===== src/rtl/parity_scan_pkg.sv =====
// Shared state encoding and segment constants for the parity scan controller.
package parity_scan_pkg;

    typedef enum logic [1:0] {
        IDLE = 2'd0,
        SCAN = 2'd1,
        DONE = 2'd2
    } state_t;

    // Active-low segment codes {g..a}
    localparam logic [6:0] SEG_O     = 7'b1000000;
    localparam logic [6:0] SEG_E     = 7'b0000110;
    localparam logic [6:0] SEG_BLANK = 7'b1111111;

endpackage


===== src/rtl/parity_seg_enc.sv =====
// Maps a nibble parity bit to its seven-segment glyph: odd -> 'O', even -> 'E'.
module parity_seg_enc
    import parity_scan_pkg::*;
(
    input  logic       par,
    output logic [6:0] seg
);

    assign seg = par ? SEG_O : SEG_E;

endmodule


===== src/rtl/parity_scan_ctrl.sv =====
// Serial nibble-parity scanner driving one seven-segment digit per switch nibble.
// Optional total_odd output is enabled with macro PARITY_SCAN_TOTAL_EN.
module parity_scan_ctrl
    import parity_scan_pkg::*;
#(
    parameter int DIGITS       = 4,
    parameter int CLR_ON_START = 1
) (
    input  logic                  clk,
    input  logic                  rst_n,
    input  logic                  start,
    input  logic [4*DIGITS-1:0]   sw,
    output logic [7*DIGITS-1:0]   hex,
    output logic                  busy,
    output logic                  done
`ifdef PARITY_SCAN_TOTAL_EN
    ,
    output logic                  total_odd
`endif
);

    localparam int NB = 4 * DIGITS;
    localparam int CW = $clog2(NB);
    localparam logic [CW-1:0] LAST = CW'(NB - 1);

    state_t              state;
    logic [NB-1:0]       shadow;
    logic [CW-1:0]       cnt;
    logic                acc;
    logic [7*DIGITS-1:0] hex_r;
    logic                par;
    logic [6:0]          seg;
`ifdef PARITY_SCAN_TOTAL_EN
    logic                total_r;
`endif

    // Parity of the current nibble including the bit being processed this edge
    assign par = acc ^ shadow[cnt];

    parity_seg_enc u_enc (
        .par (par),
        .seg (seg)
    );

    always_ff @(posedge clk) begin
        if (!rst_n) begin
            state  <= IDLE;
            shadow <= '0;
            cnt    <= '0;
            acc    <= 1'b0;
            hex_r  <= '1;
`ifdef PARITY_SCAN_TOTAL_EN
            total_r <= 1'b0;
`endif
        end else begin
            case (state)
                IDLE: begin
                    if (start) begin
                        state  <= SCAN;
                        shadow <= sw;
                        cnt    <= '0;
                        acc    <= 1'b0;
                        if (CLR_ON_START != 0)
                            hex_r <= '1;
`ifdef PARITY_SCAN_TOTAL_EN
                        total_r <= 1'b0;
`endif
                    end
                end
                SCAN: begin
                    cnt <= cnt + CW'(1);
                    acc <= (cnt[1:0] == 2'b11) ? 1'b0 : par;
                    for (int unsigned k = 0; k < DIGITS; k++) begin
                        if (cnt == CW'(4 * k + 3))
                            hex_r[7*k +: 7] <= seg;
                    end
                    if (cnt == LAST) begin
                        state <= DONE;
`ifdef PARITY_SCAN_TOTAL_EN
                        total_r <= ^shadow;
`endif
                    end
                end
                DONE:    state <= IDLE;
                default: state <= IDLE;
            endcase
        end
    end

    assign hex  = hex_r;
    assign busy = (state == SCAN);
    assign done = (state == DONE);
`ifdef PARITY_SCAN_TOTAL_EN
    assign total_odd = total_r;
`endif

endmodule


===== config.mk =====
export PLATFORM = sky130hd
export DESIGN_NAME = parity_scan_ctrl
export DESIGN_NICKNAME = d
export VERILOG_FILES = /design/src/rtl/parity_scan_pkg.sv /design/src/rtl/parity_seg_enc.sv /design/src/rtl/parity_scan_ctrl.sv
export SDC_FILE = /design/constraint.sdc
export NUM_CORES = 1
export LEC_CHECK = 0
export BUFFER_PORTS_ARGS = -buffer_cell sky130_fd_sc_hd__buf_2
export CAP_MARGIN = 40
export CORE_ASPECT_RATIO = 0.6
export CORE_MARGIN = 10
export CORE_UTILIZATION = 31
export CTS_CLUSTER_DIAMETER = 60
export DETAILED_ROUTE_END_ITERATION = 16
export MAX_ROUTING_LAYER = met4
export PLACE_DENSITY_LB_ADDON = 0.05
export SYNTH_ARGS = -nofsm -noshare
export SYNTH_HDL_FRONTEND = slang
export SYNTH_SLANG_ARGS = --single-unit

===== constraint.sdc =====
create_clock -name clk -period 1.8 [get_ports clk]
set_input_delay 0.18 -clock clk [delete_from_list [all_inputs] [get_ports clk]]
set_output_delay 0.18 -clock clk [all_outputs]
set_load 0.01 [all_outputs]

Yosys cells after proc, flatten, opt, wreduce, memory -nomap -nowiden
Cells that the tools add are included.

Mux-type cells: 17. Reduce and logical (&&, ||, !) cells: 9. Magnitude comparators: 1. Eq/ne operators: 12. Bitwise logic cells: 1. $add $sub $neg: 1.

Operator list (number): $pmux 28 s2 (1); $mux 7 (5); $mux 28 (1); $reduce_and 3->1 (4); $eq 4x4->1 const B (2); $ne 2x1->1 const B (4); $pmux 4 s2 (1); $reduce_and 2->1 (3); $lt 4x5->1 const B (1); $add 4x1->4 const B (1); $bmux 1 s4 (1); $eq 2x2->1 const B (2); $eq 4x2->1 const B (1); $eq 4x3->1 const B (1); $mux 2 (2); $mux 4 (1); $pmux 2 s2 (1); $mux 1 (3); $eq 2x1->1 const B (1); $logic_not 2->1 (1); $ne 2x2->1 const B (1); $pmux 1 s2 (1); $reduce_bool 2->1 (1); $xor 1x1->1 (1).

Output and inout bits: 30. Input port bits: 19. Bits in registers: 51. Logic and storage cells: 49.

Logic depth before layout (Yosys ltp)
Depth in word-level cells: 6. Gate-level depth with buffers: 7.

By module
From an unflattened synthesis, not the netlist that was laid out.

Cell total of the unflattened synthesis: 244. Area total of the unflattened synthesis: 2312.2 µm².

By module, submodules not included: parity_scan_ctrl (instances 1, area an instance 2259.7 µm², cells each 236, sequential area each 1021.0 µm²); parity_seg_enc (instances 1, area an instance 52.6 µm², cells each 8, sequential area each 0.0 µm²).

Worst setup path before layout
OpenSTA, ideal clock, no wires.

Path type: reg-to-reg. Start point: register cnt[1]. End point: register hex_r[13], in the netlist hex[13]. Data arrival time: 1.662 ns. Required time: 1.678 ns. Stages on the path, launching flop included: 7. Path buffers: 1. Path slack: 0.016 ns. Period minus slack after synthesis: 1.784 ns. Cell sequence: dfxtp_1 buf_6 or3b_2 o22ai_2 nor4_4 xnor2_2 o32a_1.

Word-level cells in the longest chain between the ends: 6.

Ends and longest elaborated chain: start: declaration (line parity_scan_ctrl.sv:28) `logic [CW-1:0] cnt;`; start signal: assignment (line parity_scan_ctrl.sv:71) `cnt <= cnt + CW'(1);`; $bmux 1 s4 (line parity_scan_ctrl.sv:38) `assign par = acc ^ shadow[cnt];`; $mux 1 (not written as such) (line parity_scan_ctrl.sv:38); $xor 1x1->1 (line parity_scan_ctrl.sv:38); $mux 7 (line parity_seg_enc.sv:9) `assign seg = par ? SEG_O : SEG_E;`; $mux 7 (line parity_scan_ctrl.sv:74) `if (cnt == CW'(4 * k + 3))`; $pmux 28 s2 (line parity_scan_ctrl.sv:56) `case (state)`; end signal: indexed assignment (line parity_scan_ctrl.sv:75) `hex_r[7*k +: 7] <= seg;`; end: declaration (line parity_scan_ctrl.sv:30) `logic [7*DIGITS-1:0] hex_r;`.

Parallel ways exist; a longest one is shown, timed or not. The select of a mux whose other input is x is not followed. A chain may end at the register's enable or synchronous reset.

Worst setup path in the final report
Start point: register cnt[0]. End point: register hex_r[6], in the netlist hex[6].

The elaborated chain is that of the path after synthesis.

==> results_tabular.tex <==
\begin{tabular}{lr}
\hline
Metric & Value \\
\hline
\multicolumn{2}{l}{\textbf{Outcome}} \\
\quad Outcome & complete, but fails checks \\
\quad Violations in the final reports & negative setup slack \\
\multicolumn{2}{l}{\textbf{STA}} \\
\quad Final Cycle Share & 106\% \\
\quad Unrepaired setup endpoints after global routing & true \\
\quad Slew Limit Headroom & 72.1\% \\
\quad Fmax & 524 MHz \\
\quad Final-report setup violation count & 6 \\
\quad Worst-Margin Slew & 415 ps \\
\quad Worst setup margin & -108 ps \\
\quad Final Max Slew Viols & 0 \\
\quad Final-report hold violation count & 0 \\
\quad Final hold slack & 141 ps \\
\quad Setup skew after layout & 6.78 ps \\
\quad Post-layout min period & 1910 ps \\
\multicolumn{2}{l}{\textbf{Clock tree}} \\
\quad Buffers from clock root to sink, at most & 2 \\
\quad Clock slew at the register clock pins of the worst setup and hold paths & 70 ps \\
\quad Clock tree from TritonCTS & done \\
\quad Root buffer cell & clkbuf\_8 \\
\quad Quantity of hold-fixing buffers added after cts & 0 \\
\quad Source-to-sink clock delay at the later pin of the worst-skew pair & 290 ps \\
\quad \# clock sinks & 35 \\
\quad Number of buffers created by CTS & 5 \\
\quad Htree depth & 2 \\
\multicolumn{2}{l}{\textbf{Synthesis}} \\
\quad Net count after synthesis & 224 \\
\quad Count of different cell masters after synthesis & 36 \\
\quad Count of mapped cells out of synthesis & 204 \\
\quad Cell area after technology mapping & 1740 sq um \\
\quad Main area contributors after synthesis & dfxtp\_1 (40\%), nand2\_1 (9.3\%), a21boi\_0 (7.7\%), buf\_4 (7.3\%), mux2i\_1 (4.6\%) \\
\quad Yosys top cell area share & 40.2\% \\
\quad Yosys reg bits & 35 \\
\quad Mean instance size in the synthesized netlist & 8.55 sq um \\
\quad Most frequently used flop master after synthesis & dfxtp\_1 \\
\quad Async set-reset flop share out of synthesis & 0\% \\
\quad Post-synthesis sequential area ratio & 40.2\% \\
\quad Warnings, synthesis & 0 \\
\quad Number of flops mapped to enable cells by yosys & 0 \\
\quad Largest area contributor in the netlist & dfxtp\_1 \\
\multicolumn{2}{l}{\textbf{Finish}} \\
\quad Filler cells & 567 \\
\quad Leading cell type in the layout, fill and taps excluded & buf\_2 \\
\quad Sequential cell area & 716 sq um \\
\quad Fin area & 2240 sq um \\
\quad Post-layout nets & 270 \\
\quad Final Instance Count excl. Fillers & 320 \\
\quad Relative area change from synthesis to final layout & 28.7\% \\
\quad Antenna fix cells & 0 \\
\quad Area of the multi-input gates & 920 sq um \\
\quad Fraction of final layout cells sized beyond drive strength 1 & 38.2\% \\
\quad Top library cells by usage in the layout, fill and taps aside & buf\_2 (48), nand2\_1 (43), dfxtp\_1 (31) \\
\quad Layout Utilization & 40.7\% \\
\multicolumn{2}{l}{\textbf{Power}} \\
\quad Power per cell area & 808 nW/um\^{}2 \\
\quad Maximum ir drop on the vdd rail & 0.000279 V \\
\quad Static Leakage & 0.000861 uW \\
\multicolumn{2}{l}{\textbf{Floorplan}} \\
\quad Die area & 9120 sq um \\
\quad Placement row count & 21 \\
\quad Starting utilization of the core area & 31.6\% \\
\quad Die Span X & 117 um \\
\quad Height of the chip & 78.1 um \\
\quad Number of placed I/O pins & 49 \\
\quad Core Area & 5520 sq um \\
\multicolumn{2}{l}{\textbf{Critical path}} \\
\quad Type of the worst setup path & reg2reg \\
\quad Launching element type of the critical path & flop \\
\quad Highest fanout seen on the critical path & 8 \\
\quad Critical path data arrival time & 2080 ps \\
\quad Worst path required time & 1970 ps \\
\quad Slack of the worst reg-to-reg path & -110 ps \\
\quad Type of destination of the critical path & flop \\
\multicolumn{2}{l}{\textbf{Placement}} \\
\quad Number of placed instances with taps included & 308 \\
\quad Final GP Congestion & 0.719 \\
\quad Cell area after placement & 2000 sq um \\
\quad Pre-CTS setup slack & -227 ps \\
\quad Number of buffers added on ports & 48 \\
\quad Placed wire-length estimate after detailed placement & 3420 um \\
\multicolumn{2}{l}{\textbf{Route}} \\
\quad Routed via count & 1490 \\
\quad DRT Wirelength & 4580 um \\
\quad Via density per instance & 4.66 \\
\quad Initial DRC count & 65 \\
\quad Number of antenna-violating nets in the routed design & 0 \\
\quad Mean routed wirelength per cell & 14.3 um \\
\quad DRC Markers & 0 \\
\quad Detailed-routing iteration count for the pre-antenna-repair pass & 4 \\
\multicolumn{2}{l}{\textbf{Global routing}} \\
\quad Global-route wire length before repair & 7450 um \\
\quad Via count of the first global-routing pass & 1464 \\
\quad Total global routing track utilization & 10.4\% \\
\quad Pin count of the biggest net entering global routing & 21 \\
\quad Total global routing overflow & 0 \\
\quad Number of antenna violations at the first check in global routing & 0 \\
\multicolumn{2}{l}{\textbf{Hold path}} \\
\quad Hold Path Class & in2reg \\
\multicolumn{2}{l}{\textbf{Flow run}} \\
\quad Maximum Capacitance Violations & 0 \\
\hline
\end{tabular}
## logic make-up (layout without fill, tap and decap cells)
group	Yosys count	count (layout)	synth area share [%]
AND/OR/NAND/NOR	85	85	24.4
AO/OA/AOI/OAI	43	43	17.9
flip-flops	35	35	40.2
buffers and inverters	31	78	11.3
multiplexers	8	8	4.59
adder cells (fa/ha/maj)	1	1	0.717
XOR/XNOR	1	1	0.933
## per-stage QoR
| step | total power [uW] | setup TNS [ps] |
|---|---|---|
| 3_5_place_dp | 1060 | -1120 |
| 4_1_cts | 1820 | -113 |
| 5_1_grt | 1900 | -883 |
| 6_report | 1810 | -449 |
| 3_3_place_gp | 1060 | -348 |
| 2_1_floorplan | 983 | 0 |
## worst paths after layout
kind                    from    endpoint  cells after the start
hold / removal         sw[5]   shadow[5]                      3
hold reg to reg   shadow[12]  shadow[12]                      2
setup reg to reg      cnt[0]      hex[6]                      6
setup / recovery      cnt[0]      hex[6]                      6
## report_power, final
part	internal, uW	switching, uW	leakage (uW)	total [uW]
registers	803	30.1	0.000289	833
clock network	448	290	0.0000612	738
logic	120	122	0.000510	242
total	1370	442	0.000861	1810
## synthesized netlist by cell type, types with 2 or more instances
library cell / number
nand4_1: 2
buf_4: 17
nand3_1: 8
nand3b_1: 3
o22ai_1: 2
and2_1: 3
o31ai_1: 2
o32a_1: 3
mux2i_1: 8
nand2_1: 43
or3b_2: 2
dfxtp_1: 35
nand4b_1: 2
buf_6: 2
a21boi_0: 18
nor2_1: 9
clkbuf_1: 9
o21ai_0: 6
a21oi_1: 6
nand2b_1: 6
o22ai_2: 2
a21o_1: 2
## what timing repair did
item                       CTS  global route
buffers inserted             2             2
gates resized for setup      8            15
pin swaps                    1             9
hold endpoints to repair     0             0
setup endpoints to repair    9             9
## cell type report
type / count / share of cell area, %
tap: 69 / 3.85
inverter: 2 / 0.334
sequential: 35 / 31.9
clock buffer: 6 / 3.68
clock inverter: 2 / 1.56
multi-input combinational: 138 / 41.0
timing repair buffer: 68 / 17.7
## critical path, cell delays in order (launching register included)
cell     delay [ps]
dfxtp_4         400
buf_6           140
mux2i_4         250
o22ai_4         110
nor4_4          390
xnor2_4         170
o32a_2          340
## routing by layer
layer	part of all wire (%)	vias to the layer above	GRT usage [%]
met1	54	680	14.7
met5	0	-	-
met3	3.6	5	2.89
li1	-	776	-
met2	41	29	13.7
met4	1.2	0	3.32
## registers in the layout, indices dropped and copies added (netlist names)
name / count
shadow: 16
hex: 12
cnt: 4
state: 2
acc: 1
No activity file was read; power rests on OpenSTA's default activity.
